File: config.mk
export PLATFORM = sky130hd
export DESIGN_NAME = booth_seq_mult
export DESIGN_NICKNAME = d
export VERILOG_FILES = /design/src/rtl/booth_seq_mult.sv
export SDC_FILE = /design/constraint.sdc
export NUM_CORES = 1
export LEC_CHECK = 0
export ABC_AREA = 1
export BUFFER_PORTS_ARGS = -buffer_cell sky130_fd_sc_hd__clkbuf_2
export CAP_MARGIN = 5
export CORE_MARGIN = 5
export CORE_UTILIZATION = 41
export DETAILED_ROUTE_END_ITERATION = 8
export GPL_TIMING_DRIVEN = 0
export SLEW_MARGIN = 20
export SYNTH_ARGS = -nofsm -noshare
export SYNTH_HDL_FRONTEND = slang
export SYNTH_SLANG_ARGS = --single-unit
File: constraint.sdc
create_clock -name clk -period 4.9 [get_ports clk]
set_input_delay 0.98 -clock clk [delete_from_list [all_inputs] [get_ports clk]]
set_output_delay 0.98 -clock clk [all_outputs]
set_load 0.005 [all_outputs]
File: src/rtl/booth_seq_mult.sv
// Sequential radix-4 Booth multiplier: one Booth digit per clock, start/done handshake.
// Optional macro BOOTH_EARLY_TERM_EN stops as soon as every remaining digit is zero.
module booth_seq_mult #(
   parameter int WIDTH = 24
) (
   input  logic                             clk,
   input  logic                             rst,
   input  logic                             start,
   input  logic [WIDTH-1:0]                 a,
   input  logic [WIDTH-1:0]                 b,
   output logic                             ready,
   output logic                             busy,
   output logic                             done,
   output logic [2*WIDTH-1:0]               product,
   output logic [$clog2(WIDTH/2+1)-1:0]     digits_used
);
   localparam int NDIG = WIDTH / 2;
   localparam int CW   = $clog2(WIDTH/2+1);

   typedef enum logic [1:0] {IDLE, RUN, DONE} state_t;

   state_t               state, next_state;
   logic [WIDTH:0]       mreg, mreg_nxt;
   logic [2*WIDTH-1:0]   mcand, acc, acc_nxt, pp_mag, pp;
   logic [CW-1:0]        cnt, cnt_nxt;
   logic                 one, two, neg, last;

   // Booth digit decode of the current overlapping triple.
   always_comb begin
      one = 1'b0;
      two = 1'b0;
      neg = 1'b0;
      case (mreg[2:0])
         3'b001, 3'b010: one = 1'b1;
         3'b011:         two = 1'b1;
         3'b100: begin
            two = 1'b1;
            neg = 1'b1;
         end
         3'b101, 3'b110: begin
            one = 1'b1;
            neg = 1'b1;
         end
         default: ;
      endcase
   end

   always_comb begin
      pp_mag   = one ? mcand : (two ? (mcand << 1) : '0);
      pp       = neg ? (~pp_mag + 1'b1) : pp_mag;
      acc_nxt  = acc + pp;
      mreg_nxt = {mreg[WIDTH], mreg[WIDTH], mreg[WIDTH:2]};
      cnt_nxt  = cnt + 1'b1;
`ifdef BOOTH_EARLY_TERM_EN
      last     = (cnt_nxt == CW'(NDIG)) || (mreg_nxt == '0) || (mreg_nxt == '1);
`else
      last     = (cnt_nxt == CW'(NDIG));
`endif
   end

   always_ff @(posedge clk) begin
      if (rst) state <= IDLE;
      else     state <= next_state;
   end

   always_comb begin
      next_state = state;
      case (state)
         IDLE:    if (start) next_state = RUN;
         RUN:     if (last)  next_state = DONE;
         DONE:    next_state = IDLE;
         default: next_state = IDLE;
      endcase
   end

   assign ready = (state == IDLE);
   assign busy  = (state == RUN);
   assign done  = (state == DONE);

   always_ff @(posedge clk) begin
      if (rst) begin
         mreg        <= '0;
         mcand       <= '0;
         acc         <= '0;
         cnt         <= '0;
         product     <= '0;
         digits_used <= '0;
      end else begin
         case (state)
            IDLE: if (start) begin
               mreg  <= {b, 1'b0};
               mcand <= {{WIDTH{a[WIDTH-1]}}, a};
               acc   <= '0;
               cnt   <= '0;
            end
            RUN: begin
               acc   <= acc_nxt;
               mcand <= mcand << 2;
               mreg  <= mreg_nxt;
               cnt   <= cnt_nxt;
               if (last) begin
                  product     <= acc_nxt;
                  digits_used <= cnt_nxt;
               end
            end
            default: ;
         endcase
      end
   end
endmodule

# Yosys cells after proc, flatten, opt, wreduce, memory -nomap -nowiden
# Cells that the tools add are included.
# totals
ff_bits	179
latch_bits	0
ramBits	0
romBits	0
inputBits	51
out_inout_bits	55
word_cells	50
mem_count	0
# op_classes
addsub	3
n_mul	0
div_mod_pow	0
n_lt_le_gt_ge	0
eq_ne	11
n_shift	0
muxes	17
bitwise	2
reduce_logical	9
# op_table
op	count
$mux 48	5
$pmux 48 s2	2
$pmux 25 s2	1
$add 48x1->48 const B	1
$add 48x48->48	1
$not 48->48	1
$mux 25	1
$eq 3x3->1 const B	3
$pmux 4 s2	1
$eq 3x2->1 const B	2
$reduce_and 2->1	3
$add 4x1->4 const B	1
$eq 4x4->1 const B	1
$mux 2	2
$mux 4	1
$pmux 2 s2	1
$reduce_or 4->1	1
$eq 3x1->1 const B	1
$mux 1	3
$reduce_and 3->1	1
$reduce_or 3->1	1
$eq 2x1->1 const B	1
$eq 2x2->1 const B	1
$logic_not 2->1	1
5 further kinds	5

# Longest topological paths before layout
# logic_depth
depth_word	10
depth_mapped	30
mapped_depth_nobuf	29

# Least setup slack after synthesis
# OpenSTA, ideal clock, no wires.
# synth_path
path_kind	reg-to-reg
startpoint	register mreg[1]
endpoint	register product[45]
setup_ns	0.109
arrival_ns	3.302
t_required_ns	4.791
path_slack_ns	1.490
stages_incl_launch_ff	28
path_buffers	1
period_less_slack_ns	3.410
cell_sequence	dfxtp_1 > nand2_2 > nand2_2 > buf_2 > nand3_1 > nand2_1 > inv_1 > ha_1 > nand2_1 > nor2_4 > nand3_2 > nor2_2 > nand2_2 > o21ai_1 > xor2_1 > inv_1 > ha_1 > nand2_1 > nor3_1 > nand2_1 > nor4_1 > nand2_1 > nand3_1 > nand2_1 > nand2_1 > nand2_1 > nand2_1 > inv_1
# synth_via
elab_chain_len	9
elab_cells_between_ends	18
cone_classes	add/sub: 2; eq/ne: 6; mux: 6; bitwise: 1; reduce/logical: 3
# synth_lines
item	line	rtl
from (decl)	23	logic [WIDTH:0] mreg, mreg_nxt;
from (signal assigned)	91	mreg <= {b, 1'b0};
from (signal assigned)	99	mreg <= mreg_nxt;
$eq 3x3->1 / $eq 3x2->1 (equally long branches)	33	case (mreg[2:0])
$reduce_or 2->1 (no line)	-	
$mux 1	33	
$mux 48 (2 in a row)	49	pp_mag = one ? mcand : (two ? (mcand << 1) : '0);
$not 48->48	50	pp = neg ? (~pp_mag + 1'b1) : pp_mag;
$add 48x1->48	50	
$mux 48 (*)	50	
$add 48x48->48 (*)	51	acc_nxt = acc + pp;
to (signal assigned)	102	product <= acc_nxt;
to (decl)	14	output logic [2*WIDTH-1:0] product,
# Mark *: on every way between the ends. The rest lies on a longest branch, timed or not.
# A chain may end at the register's enable or synchronous reset.

# Worst setup path in the final report
# layout_path
startpoint	register mreg[1]
endpoint	register product[32]
# Same word-level chain as after synthesis.

==> flow_summary.yaml <==
run_status:
  outcome: "completed"
floorplanning:
  die_y_um: 184.1
  placementRows: 63
  start_util_pct: 41.69
  pin_count: 106
  chipWidth_um: 184.1
  dieArea_um2: 33880
  core_area_um2: 29800
logic_synthesis:
  yosysMostFrequentCell: "nand2_1"
  async_reset_ff_share_pct: 0
  netlist_instances: 2007
  synth.net_count: 2123
  synth_top_flop_cell: "dfxtp_1"
  synth_area_leaders: "dfxtp_1 29%, nand2_1 16%, nor2_1 7.4%"
  synth_cell_type_count: 43
  avgSynthCellArea_um2: 6.190
  yosysWarningCount: 0
  ys_seq_area_share_pct: 28.84
  synth_top_area_share_pct: 28.84
  ys_top_cells_by_count: "544 x nand2_1, 245 x nor2_1, 211 x inv_1"
  yosysTopAreaCell: "dfxtp_1"
  synth_edf_count: 0
  syn_area_um2: 12420
  synth_seq_cells: 179
cts:
  cts_buffers: 17
  postCtsSetupRepairBufs: 0
  clk_latency_ns: 0.47
  cts_hold_buffers: 0
  clock_sinks: 179
  cts_tree: "yes"
  cts.path.max_buffers: 2
  root_buffer: "clkbuf_16"
  htree_levels: 4
  path_clk_slew_ns: 0.08
  cts_resized: 0
critical_path:
  max_stage_delay_ns: 0.48
  arrival_ns: 4.98
  cp_slowest_cell: "clkbuf_1"
  crit_buf_inv: 5
  r2r-start: "mreg[1]"
  cp.required_ns: 5.29
  r2r_cells: 21
  critical-path-top-delay-family: "simple AND/OR/NAND/NOR gates"
  reg2reg_slack_ns: 0.31
  crit_chain: "nand2_2 -> inv_2 -> nor2_4 -> inv_1 -> clkbuf_1 -> nor2_1 -> xnor2_1 -> inv_1 -> ha_1 -> nand2_1 -> nand3_1 -> o21ai_0 -> o21ai_1 -> nand2_1 -> nand2_1 -> inv_1 -> o21ai_1 -> nand3_1 -> nand3b_1 -> nand3_1 -> a21oi_1"
  critPathKind: "flop to flop"
  start_kind: "flop"
  crit_path_end_kind: "flop"
  r2r-end: "product[32]"
  cp_max_fo: 10
placement:
  gp_congestion: 0.9737
  place_area_um2: 13430
  dp_hpwl_mm: 38.16
  io_buffers: 104
final_layout:
  multi_input_area_um2: 7761
  nFillCells: 3249
  drive_gt1_share_pct: 8.959
  seq_area_um2: 3583
  syn2layout_area_growth_pct: 13.21
  nets: 2246
  final_area_um2: 14060
hold_path:
  hold_path_end: "product[16]"
  hold_class: "flop to flop"
  whs_path_depth: 2
  hold_start: "product[16]"
detailed_routing:
  wl_mm: 46.07
  drt_iter0_drc: 841
  vias_per_cell: 5.241
  ant_nets: 0
  drc: 0
  firstDrtPassIters: 5
  wl_per_cell_um: 18.18
  vias: 13280
timing:
  worst_pin_slew_ns: 1.010
  fin_tns_setup_ns: 0
  report.final.slew_viol_count: 0
  setup_viol_count_final: 0
  min_period_ns: 4.590
  hold_violations: 0
  finalClockSkew_ns: 0.01544
  timing.fmax_ghz: 0.2179
  slew_headroom_pct: 32.64
  rsz0062_at_grt: "false"
  fin_crit_sh_pct: 93.67
job:
  drv_cap: 0
pwr:
  p_leak_nw: 6.459
  vdd_ir_drop_max_uv: 263.6
  p_per_area_nw_per_um2: 307.9
grt:
  grt_overflow_total: 0
  grt_max_degree: 20
  grt_first_pass_wirelength_mm: 71.24
  grt_pass1_vias: 12767
  grt_antenna_before_repair: 2
  grtUsageTotal_pct: 27.12
==> worst max-delay path by stage <==
stage,startpoint,endpoint,slack [ns],cells after the start
after floorplan,mreg[1],product[45],1.49,27
after global placement,mreg[1],product[32],0.05,21
after detailed placement,mreg[1],product[32],0.07,21
after CTS,mreg[1],product[32],0.005,21
after global routing,mreg[2],product[46],0.001,24
final,mreg[1],product[32],0.31,21
==> cells in the final DEF (no fill, tap or decap), drive strengths merged, types with 18 or more instances in the layout <==
cell    instances
nand2         550
nor2          255
inv           227
clkbuf        183
dfxtp         179
a21oi         163
nand3         153
o21ai         139
ha             64
a31oi          41
xor2           37
xnor2          21
nor3           18
==> metal layers <==
layer  routed length (um)  global-route usage [%]  up-vias
met3                 2157                   4.096       45
met5                    0                       0        -
li1                     -                       -     6797
met4                  922                   6.477        0
met2                22290                   47.39      287
met1                20700                   35.23     6151
==> state kept, by name, summed over array words and instances, names as in the netlist <==
| register | cells |
|---|---|
| product | 48 |
| acc | 48 |
| mreg | 25 |
| state | 2 |
| cnt | 4 |
| digits_used | 4 |
| mcand | 48 |
==> report_power, final <==
group          switching, mW  internal [mW]  total, mW
clock                  0.713          0.688       1.40
sequential            0.0709           1.54       1.61
combinational          0.909          0.413       1.32
==> through the flow <==
stage / std cells / utilization (%) / power [mW] / setup slack (ns) / hold WS (ns)
2_1_floorplan: 2007 / - / 2.527 / 1.490 / 0.4457
3_5_place_dp: 2501 / 45.08 / 2.937 / 0.06507 / 0.4581
6_report: 2534 / 47.20 / 4.331 / 0.3103 / 0.4660
4_1_cts: 2533 / 47.02 / 4.335 / 0.004733 / 0.4686
3_3_place_gp: 2501 / 45.08 / 2.929 / 0.04518 / 0.4499
5_1_grt: 2533 / 47.19 / 4.585 / 0.001090 / 0.4840
==> final cells by class <==
cell class              count  area share (%)
flip-flops and latches    179           25.48
repair buffers            104           3.701
plain buffers              77           2.242
diodes                      1         0.01779
well taps                 390           3.469
clock buffers              18           3.051
inverters                 217           5.791
clock inverters            14           1.068
multi-input cells        1534           55.18
==> tightest hold or removal path, delay by kind of cell, from the launching register on <==
family	cells	cell delay, ns
and+or+nand+nor	1	0.06
AOI/OAI and AO/OA	1	0.05
DFF	1	0.31
==> kinds of logic (layout without fill, tap and decap cells) <==
kind of cell	Yosys count	in the layout	share of synthesized area [%]
simple gates	1020	1020	34.02
compound gates	391	391	17.34
buf+inv	294	430	9.095
flops	179	179	28.84
fa+ha+maj	65	65	6.607
xor+xnor	58	58	4.089
other cells	0	1	0
No activity file was read; power rests on OpenSTA's default activity.
